===== src/rtl/ram_arb_pkg.sv =====
// Shared types and constants for the instruction/data RAM arbiter.
package ram_arb_pkg;

  typedef enum logic [1:0] {
    OWN_NONE = 2'd0,
    OWN_I    = 2'd1,
    OWN_D    = 2'd2
  } owner_t;

  localparam logic [3:0] BE_WORD = 4'hF;

  function automatic logic word_aligned(input logic [1:0] lsb);
    return (lsb == 2'b00);
  endfunction

endpackage


===== src/rtl/ram_arbiter_if.sv =====
// Fetch port, load/store port and shared-memory bus seen by the arbiter.
interface ram_arb_if #(
  parameter int ADDR_WIDTH = 17
);
  logic                  i_req;
  logic [ADDR_WIDTH-1:0] i_addr;
  logic                  i_gnt;
  logic                  i_rvalid;
  logic [31:0]           i_rdata;

  logic                  d_req;
  logic                  d_we;
  logic [3:0]            d_be;
  logic [ADDR_WIDTH-1:0] d_addr;
  logic [31:0]           d_wdata;
  logic                  d_gnt;
  logic                  d_rvalid;
  logic [31:0]           d_rdata;
  logic                  d_err;

  logic                  mem_en;
  logic                  mem_we;
  logic [3:0]            mem_be;
  logic [ADDR_WIDTH-1:0] mem_addr;
  logic [31:0]           mem_wdata;
  logic [31:0]           mem_rdata;

  modport slave (
    input  i_req, i_addr, d_req, d_we, d_be, d_addr, d_wdata, mem_rdata,
    output i_gnt, i_rvalid, i_rdata, d_gnt, d_rvalid, d_rdata, d_err,
    output mem_en, mem_we, mem_be, mem_addr, mem_wdata
  );

  modport master (
    output i_req, i_addr, d_req, d_we, d_be, d_addr, d_wdata, mem_rdata,
    input  i_gnt, i_rvalid, i_rdata, d_gnt, d_rvalid, d_rdata, d_err,
    input  mem_en, mem_we, mem_be, mem_addr, mem_wdata
  );
endinterface


===== src/rtl/ram_arbiter.sv =====
// Single-port memory shared between fetch (I) and load/store (D); D has priority
// except when fetch has lost STARVE_MAX arbitrations in a row.
module ram_arbiter
  import ram_arb_pkg::*;
#(
  parameter int ADDR_WIDTH = 17,
  parameter int STARVE_MAX = 4
) (
  input  logic     clk,
  input  logic     rst,
  ram_arb_if.slave bus
);

  localparam int               CNT_W      = 4;
  localparam logic [CNT_W-1:0] STARVE_LIM = CNT_W'(STARVE_MAX);

  function automatic logic [CNT_W-1:0] sat_inc(input logic [CNT_W-1:0] v);
    return (v == STARVE_LIM) ? v : v + CNT_W'(1);
  endfunction

  logic [CNT_W-1:0]      r_starve_cnt;
  owner_t                r_owner_p1;
  logic                  r_err_p1;

  logic                  w_starved;
  logic                  w_i_gnt;
  logic                  w_d_gnt;
  logic                  w_d_aligned;
  logic                  w_d_mem;
  logic                  w_i_own;
  logic                  w_d_own;
  logic [ADDR_WIDTH-1:0] w_addr_sel;
  owner_t                w_owner_nxt;

  // Stage p0: combinational arbitration and forwarding to memory
  assign w_starved   = (r_starve_cnt == STARVE_LIM);
  assign w_i_gnt     = !rst && bus.i_req && (!bus.d_req || w_starved);
  assign w_d_gnt     = !rst && bus.d_req && !w_i_gnt;
  assign w_d_aligned = word_aligned(bus.d_addr[1:0]);
  assign w_d_mem     = w_d_gnt && w_d_aligned;

  assign bus.i_gnt = w_i_gnt;
  assign bus.d_gnt = w_d_gnt;

  assign w_addr_sel    = w_i_gnt ? bus.i_addr : (w_d_mem ? bus.d_addr : '0);
  assign bus.mem_en    = w_i_gnt || w_d_mem;
  assign bus.mem_we    = w_d_mem && bus.d_we;
  assign bus.mem_be    = w_i_gnt ? BE_WORD : (w_d_mem ? bus.d_be : 4'h0);
  assign bus.mem_addr  = w_addr_sel & ~ADDR_WIDTH'(3);
  assign bus.mem_wdata = (w_d_mem && bus.d_we) ? bus.d_wdata : 32'h0;

  // Misaligned D accesses answer with an error regardless of direction
  always_comb begin
    w_owner_nxt = OWN_NONE;
    if (w_i_gnt) begin
      w_owner_nxt = OWN_I;
    end else if (w_d_gnt && (!w_d_aligned || !bus.d_we)) begin
      w_owner_nxt = OWN_D;
    end
  end

  // Stage p1: response ownership and starvation tracking
  always_ff @(posedge clk) begin
    if (rst) begin
      r_owner_p1   <= OWN_NONE;
      r_err_p1     <= 1'b0;
      r_starve_cnt <= '0;
    end else begin
      r_owner_p1 <= w_owner_nxt;
      r_err_p1   <= w_d_gnt && !w_d_aligned;
      if (!bus.i_req || w_i_gnt) begin
        r_starve_cnt <= '0;
      end else begin
        r_starve_cnt <= sat_inc(r_starve_cnt);
      end
    end
  end

  // An in-flight read is dropped while reset is held
  assign w_i_own = !rst && (r_owner_p1 == OWN_I);
  assign w_d_own = !rst && (r_owner_p1 == OWN_D);

  assign bus.i_rvalid = w_i_own;
  assign bus.i_rdata  = w_i_own ? bus.mem_rdata : 32'h0;
  assign bus.d_rvalid = w_d_own;
  assign bus.d_err    = w_d_own && r_err_p1;
  assign bus.d_rdata  = (w_d_own && !r_err_p1) ? bus.mem_rdata : 32'h0;

endmodule

===== src/flat_wrapper.sv =====
// flat-port wrapper written by rule: the top's interface ports become plain ports
module ram_arbiter_flat import ram_arb_pkg::*;
#(
  parameter int ADDR_WIDTH = 17,
  parameter int STARVE_MAX = 4
)
  (clk, rst, bus_i_req, bus_i_addr, bus_d_req, bus_d_we, bus_d_be, bus_d_addr, bus_d_wdata, bus_mem_rdata, bus_i_gnt, bus_i_rvalid, bus_i_rdata, bus_d_gnt, bus_d_rvalid, bus_d_rdata, bus_d_err, bus_mem_en, bus_mem_we, bus_mem_be, bus_mem_addr, bus_mem_wdata);
  ram_arb_if #(.ADDR_WIDTH(ADDR_WIDTH)) bus_i ();
  input  logic clk;
  input  logic rst;
  input wire logic [$bits(bus_i.i_req)-1:0] bus_i_req;
  input wire logic [$bits(bus_i.i_addr)-1:0] bus_i_addr;
  input wire logic [$bits(bus_i.d_req)-1:0] bus_d_req;
  input wire logic [$bits(bus_i.d_we)-1:0] bus_d_we;
  input wire logic [$bits(bus_i.d_be)-1:0] bus_d_be;
  input wire logic [$bits(bus_i.d_addr)-1:0] bus_d_addr;
  input wire logic [$bits(bus_i.d_wdata)-1:0] bus_d_wdata;
  input wire logic [$bits(bus_i.mem_rdata)-1:0] bus_mem_rdata;
  output wire logic [$bits(bus_i.i_gnt)-1:0] bus_i_gnt;
  output wire logic [$bits(bus_i.i_rvalid)-1:0] bus_i_rvalid;
  output wire logic [$bits(bus_i.i_rdata)-1:0] bus_i_rdata;
  output wire logic [$bits(bus_i.d_gnt)-1:0] bus_d_gnt;
  output wire logic [$bits(bus_i.d_rvalid)-1:0] bus_d_rvalid;
  output wire logic [$bits(bus_i.d_rdata)-1:0] bus_d_rdata;
  output wire logic [$bits(bus_i.d_err)-1:0] bus_d_err;
  output wire logic [$bits(bus_i.mem_en)-1:0] bus_mem_en;
  output wire logic [$bits(bus_i.mem_we)-1:0] bus_mem_we;
  output wire logic [$bits(bus_i.mem_be)-1:0] bus_mem_be;
  output wire logic [$bits(bus_i.mem_addr)-1:0] bus_mem_addr;
  output wire logic [$bits(bus_i.mem_wdata)-1:0] bus_mem_wdata;
  assign bus_i.i_req = bus_i_req;
  assign bus_i.i_addr = bus_i_addr;
  assign bus_i.d_req = bus_d_req;
  assign bus_i.d_we = bus_d_we;
  assign bus_i.d_be = bus_d_be;
  assign bus_i.d_addr = bus_d_addr;
  assign bus_i.d_wdata = bus_d_wdata;
  assign bus_i.mem_rdata = bus_mem_rdata;
  assign bus_i_gnt = bus_i.i_gnt;
  assign bus_i_rvalid = bus_i.i_rvalid;
  assign bus_i_rdata = bus_i.i_rdata;
  assign bus_d_gnt = bus_i.d_gnt;
  assign bus_d_rvalid = bus_i.d_rvalid;
  assign bus_d_rdata = bus_i.d_rdata;
  assign bus_d_err = bus_i.d_err;
  assign bus_mem_en = bus_i.mem_en;
  assign bus_mem_we = bus_i.mem_we;
  assign bus_mem_be = bus_i.mem_be;
  assign bus_mem_addr = bus_i.mem_addr;
  assign bus_mem_wdata = bus_i.mem_wdata;
  ram_arbiter #(.ADDR_WIDTH(ADDR_WIDTH), .STARVE_MAX(STARVE_MAX)) u_core (.clk(clk), .rst(rst), .bus(bus_i));
endmodule

===== config.mk =====
export PLATFORM = sky130hd
export DESIGN_NAME = ram_arbiter_flat
export DESIGN_NICKNAME = d
export VERILOG_FILES = /design/src/rtl/ram_arb_pkg.sv /design/src/rtl/ram_arbiter_if.sv /design/src/rtl/ram_arbiter.sv /design/src/flat_wrapper.sv
export SDC_FILE = /design/constraint.sdc
export NUM_CORES = 1
export LEC_CHECK = 0
export CORE_AREA = 2 2 89 91
export DETAILED_ROUTE_END_ITERATION = 8
export DIE_AREA = 0 0 91 93
export PLACE_DENSITY = 0.68
export SLEW_MARGIN = 25
export SYNTH_ARGS = -nofsm -noshare
export SYNTH_HDL_FRONTEND = slang
export SYNTH_SLANG_ARGS = --single-unit
export TNS_END_PERCENT = 1

===== constraint.sdc =====
create_clock -name clk -period 2.4 [get_ports clk]
set_clock_uncertainty 0.1 [all_clocks]
set_input_delay 0.48 -clock clk [delete_from_list [all_inputs] [get_ports clk]]
set_output_delay 0.48 -clock clk [all_outputs]
set_load 0.01 [all_outputs]

== Word level (Yosys, flattened, before mapping) ==
Cells that the tools add are included.
Word-level totals
  register bits: 7
  output and inout bits: 124
  word-level logic and storage cells: 43
Operators by class
  add/sub/neg operators: 1
  equal/unequal tests: 3
  multiplexer cells: 9
  reductions and logical operators: 26
Operators with widths (count)
  $mux 32: 3
  $mux 17: 2
  $logic_and 1x1->1: 12
  $mux 4: 2
  $logic_not 1->1: 7
  $add 4x1->4 const B: 1
  $eq 4x3->1 const B: 1
  $logic_or 1x1->1: 4
  $reduce_or 2->1: 2
  $eq 2x1->1 const B: 1
  $eq 2x2->1 const B: 1
  $logic_not 2->1: 1
  $mux 2: 1
  $mux 1: 1

== Longest topological paths before layout ==
  depth after elaboration: 8
  depth in mapped cells: 6

== Worst setup path after synthesis ==
OpenSTA, ideal clock, no wires.
  path kind: input -> output
  start: input rst
  end: output bus_mem_wdata[22]
  data arrival time: 1.634 ns
  required time: 1.820 ns
  setup slack: 0.186 ns
  cell stages on the path: 4
  path buffers: 1
  cell sequence: or4b_4 > nor3b_4 > buf_6 > and2_2
Between the ends
  cells in the longest elaborated chain, start to end: 8
Ends and longest elaborated chain
  start: declaration: line flat_wrapper.sv:10  | input logic rst;
  $logic_not 1->1 (*): line ram_arbiter.sv:37, ram_arbiter.sv:38
  $logic_and 1x1->1 (2 in a row): line ram_arbiter.sv:37  | assign w_i_gnt = !rst && bus.i_req && (!bus.d_req || w_starved);
  $logic_not 1->1: line ram_arbiter.sv:38  | assign w_d_gnt = !rst && bus.d_req && !w_i_gnt;
  $logic_and 1x1->1 (*): line ram_arbiter.sv:38
  $logic_and 1x1->1 (*): line ram_arbiter.sv:40  | assign w_d_mem = w_d_gnt && w_d_aligned;
  $logic_and 1x1->1 (*)
  named net bus_mem_we: line flat_wrapper.sv:27  | output wire logic [$bits(bus_i.mem_we)-1:0] bus_mem_we;
  $mux 32 (*): line ram_arbiter.sv:50  | assign bus.mem_wdata = (w_d_mem && bus.d_we) ? bus.d_wdata : 32'h0;
  end: declaration: line flat_wrapper.sv:30  | output wire logic [$bits(bus_i.mem_wdata)-1:0] bus_mem_wdata;
The timed path passes the listed nets; every way through them passes the cells marked *.

== Worst setup path after layout ==
  start: input bus_d_addr[1]
  end: output bus_mem_wdata[23]
Between the ends
  cells in the longest elaborated chain, start to end: 4
Ends and longest elaborated chain
  start: declaration: line flat_wrapper.sv:16  | input wire logic [$bits(bus_i.d_addr)-1:0] bus_d_addr;
  $logic_not 2->1: line ram_arb_pkg.sv:13  | return (lsb == 2'b00);
  $logic_and 1x1->1: line ram_arbiter.sv:40
  $logic_and 1x1->1: line ram_arbiter.sv:50
  $mux 32: line ram_arbiter.sv:50
Every way passes these cells.

==> flow_summary_export.csv <==
group,metric,value,unit
sta,setup_tns,-1100,ps
synthesis,synth-seq-cells,7,
grt,gr-total-overflow,0,
routing,routed_wl,7560,um
sta,fin_ws,-48.6,ps
worst_setup_path,arrival,1870,ps
layout,final_cell_mix,"clkdlybuf4s50_1, and2_1, buf_2",
grt,grt_max_degree,34,
clocking,path_clk_slew,40,ps
layout,nets,518,
floorplanning,ios,231,
floorplanning,core.rowCount,32,
worst_setup_path,crit_path_max_incr_delay,540,ps
layout,drive_gt1_share,38.5,%
worst_setup_path,cp_cell_sequence,"buf_6, or4b_4, nor3b_4, buf_6, clkbuf_16, and2_4, buf_6",
worst_setup_path,worstSetupPathType,"primary input to output port",
routing,first_iter_violations,22,
routing,post_drt_wl_per_cell,14.8,um
layout,instances_no_fill,510,
grt,antenna_found_initial,0,
placement,io_buffers,226,
pwr,p_per_area,173,nW/um^2
clocking,cts_made_buffers,3,
routing,drtPass1Iterations,4,
placement,dp_hpwl,5780,um
pwr,p_leak,1.94,nW
clocking,cts_tree,"yes",
grt,grt_pass1_vias,2045,
grt,globalRouteMet3Util,3.38,%
sta,hold-worst-slack,405,ps
layout,diodes,0,
status,violations,"negative setup slack",
worst_setup_path,crit_path_max_fanout,4,
floorplanning,die_w,91,um
layout,fillers,781,
worst_setup_path,cp_common_cell,"buf_6",
worst_setup_path,crit_path_end_kind,"output port",
clocking,clockBufferDepth,2,
pwr,vdd_drop_max,0.419,mV
synthesis,yosys_warnings,0,
clocking,holdBufCountCts,0,
synthesis,synth_cell_types,28,
placement,placed_cells,495,
sta,setup_viol,32,
sta,hold_viol_final,0,
layout,final_common_cell,"clkdlybuf4s50_1",
layout,syn_to_final_growth,204,%
flow_run,cap_violations,0,
grt,met2_usage,31.6,%
clocking,clock-sinks,7,
clocking,htreeDepth,1,
clocking,clkLatencyLatePin,220,ps
placement,gp_congestion,0.762,
routing,postRouteAntennaNets,0,
grt,grt_first_pass_wirelength,11100,um
status,outcome,"complete, but fails checks",
routing,avgViaCountPerCell,4.03,
sta,rsz0062_at_grt,"yes",
sta,post-route-period-util,102,%
routing,vias,2054,
worst_setup_path,slowest_stage,"or4b_4",
routing,drc_errors,0,
grt,busiest_layer,"met2",
min_path,worstHoldPathType,"primary input to flop",
sta,layout_min_cycle_time,2450,ps
floorplanning,core,7530,um^2
worst_setup_path,startpoint_type,"primary input",
grt,track_usage,16.1,%
grt,met1_usage,17.9,%
synthesis,syn_inst,169,
floorplanning,die_area,8460,um^2
sta,max_freq,408,MHz
worst_setup_path,crit_required,1820,ps
clocking,cts_root_buf,"clkbuf_8",
synthesis,syn_avg_cell_area,7.23,um^2
sta,slew_violations,0,
floorplanning,die_h,93,um
layout,final_util,49.4,%
synthesis,netlist_area,1220,um^2
synthesis,yosysSeqAreaShare,11.5,%
floorplanning,start_util,16.2,%
placement,dp_slack,-794,ps
final timing paths:
check                         startpoint                     end  slack (ps)  cells after the start
hold / removal             bus_d_addr[0]         u_core.r_err_p1         410                      3
hold reg to reg   u_core.r_starve_cnt[0]  u_core.r_starve_cnt[0]         430                      2
setup reg to reg  u_core.r_starve_cnt[0]    u_core.r_owner_p1[1]         670                      6
setup / recovery           bus_d_addr[1]       bus_mem_wdata[23]         -50                      7
cell families (layout without fill, tap and decap cells):
family / Yosys count / after routing / share of synthesized area (%)
fa+ha+maj: 2 / 2 / 2.05
xor+xnor: 2 / 2 / 1.43
buf+inv: 19 / 257 / 8.50
other cells: 1 / 2 / 0.307
simple gates: 116 / 116 / 61.8
flops: 7 / 7 / 11.5
compound gates: 22 / 22 / 14.4
registers in the layout (all words and copies together) (netlist names):
name,cells
u_core.r_owner_p1,2
u_core.r_err_p1,1
u_core.r_starve_cnt,4
Yosys cell counts:
master	count	area share, %
and2_1	85	44
a22o_1	15	11
and2_2	12	7.4
clkbuf_1	8	2.5
dfxtp_1	7	11
a21o_1	4	2.5
inv_1	4	1.2
nor3_1	4	1.6
a21oi_1	3	1.2
buf_6	3	2.8
nor2_1	3	0.92
buf_2	2	0.82
buf_4	2	1.2
ha_1	2	2.0
nor3b_1	2	1.2
and4b_1	1	0.82
conb_1	1	0.31
nand2_1	1	0.31
nand2b_1	1	0.51
nand3_1	1	0.41
nand3b_1	1	0.61
nor2b_1	1	0.51
nor3b_4	1	1.5
or2_2	1	0.51
or3b_2	1	0.72
or4b_4	1	1.1
xnor2_1	1	0.72
xor2_1	1	0.72
layer usage:
metal | share of wire [%] | vias to the layer above
met5 | 0 | -
met4 | 1.6 | 0
met3 | 6.8 | 8
met2 | 54 | 95
met1 | 38 | 928
li1 | - | 1023
where the power goes:
group | internal, mW | total, mW | switching (mW) | leakage (nW)
Sequential | 0.120 | 0.123 | 0.00298 | 0.0572
Clock | 0.114 | 0.160 | 0.0454 | 0.0228
Combinational | 0.244 | 0.359 | 0.115 | 1.86
per-stage QoR:
step                      power, mW  area [um^2]
after detailed placement      0.490         3670
after floorplan               0.210         1220
after global routing          0.679         3710
after global placement        0.486         3670
after CTS                     0.648         3710
final                         0.643         3710
worst max-delay path, delay by kind of cell:
| kind | cells | cell delay, ps |
|---|---|---|
| AND/OR/NAND/NOR | 3 | 890 |
| buffers and inverters | 4 | 490 |
repair_timing:
| action | in CTS | in global routing |
|---|---|---|
| buffers inserted | 6 | 0 |
| setup endpoints to repair | 122 | 80 |
| pin swaps | 26 | 15 |
| resized for setup | 401 | 62 |
| cloned | 5 | 1 |
final cells by class:
| class | instances | area (um^2) | area share (%) |
|---|---|---|---|
| Timing Repair Buffer | 249 | 2300 | 61.9 |
| Multi-Input combinational cell | 144 | 1090 | 29.2 |
| Sequential cell | 7 | 140 | 3.77 |
| Inverter | 4 | 15.0 | 0.404 |
| Clock buffer | 4 | 45.0 | 1.21 |
| Tap cell | 102 | 128 | 3.44 |
(Power assumes the default switching activity.)
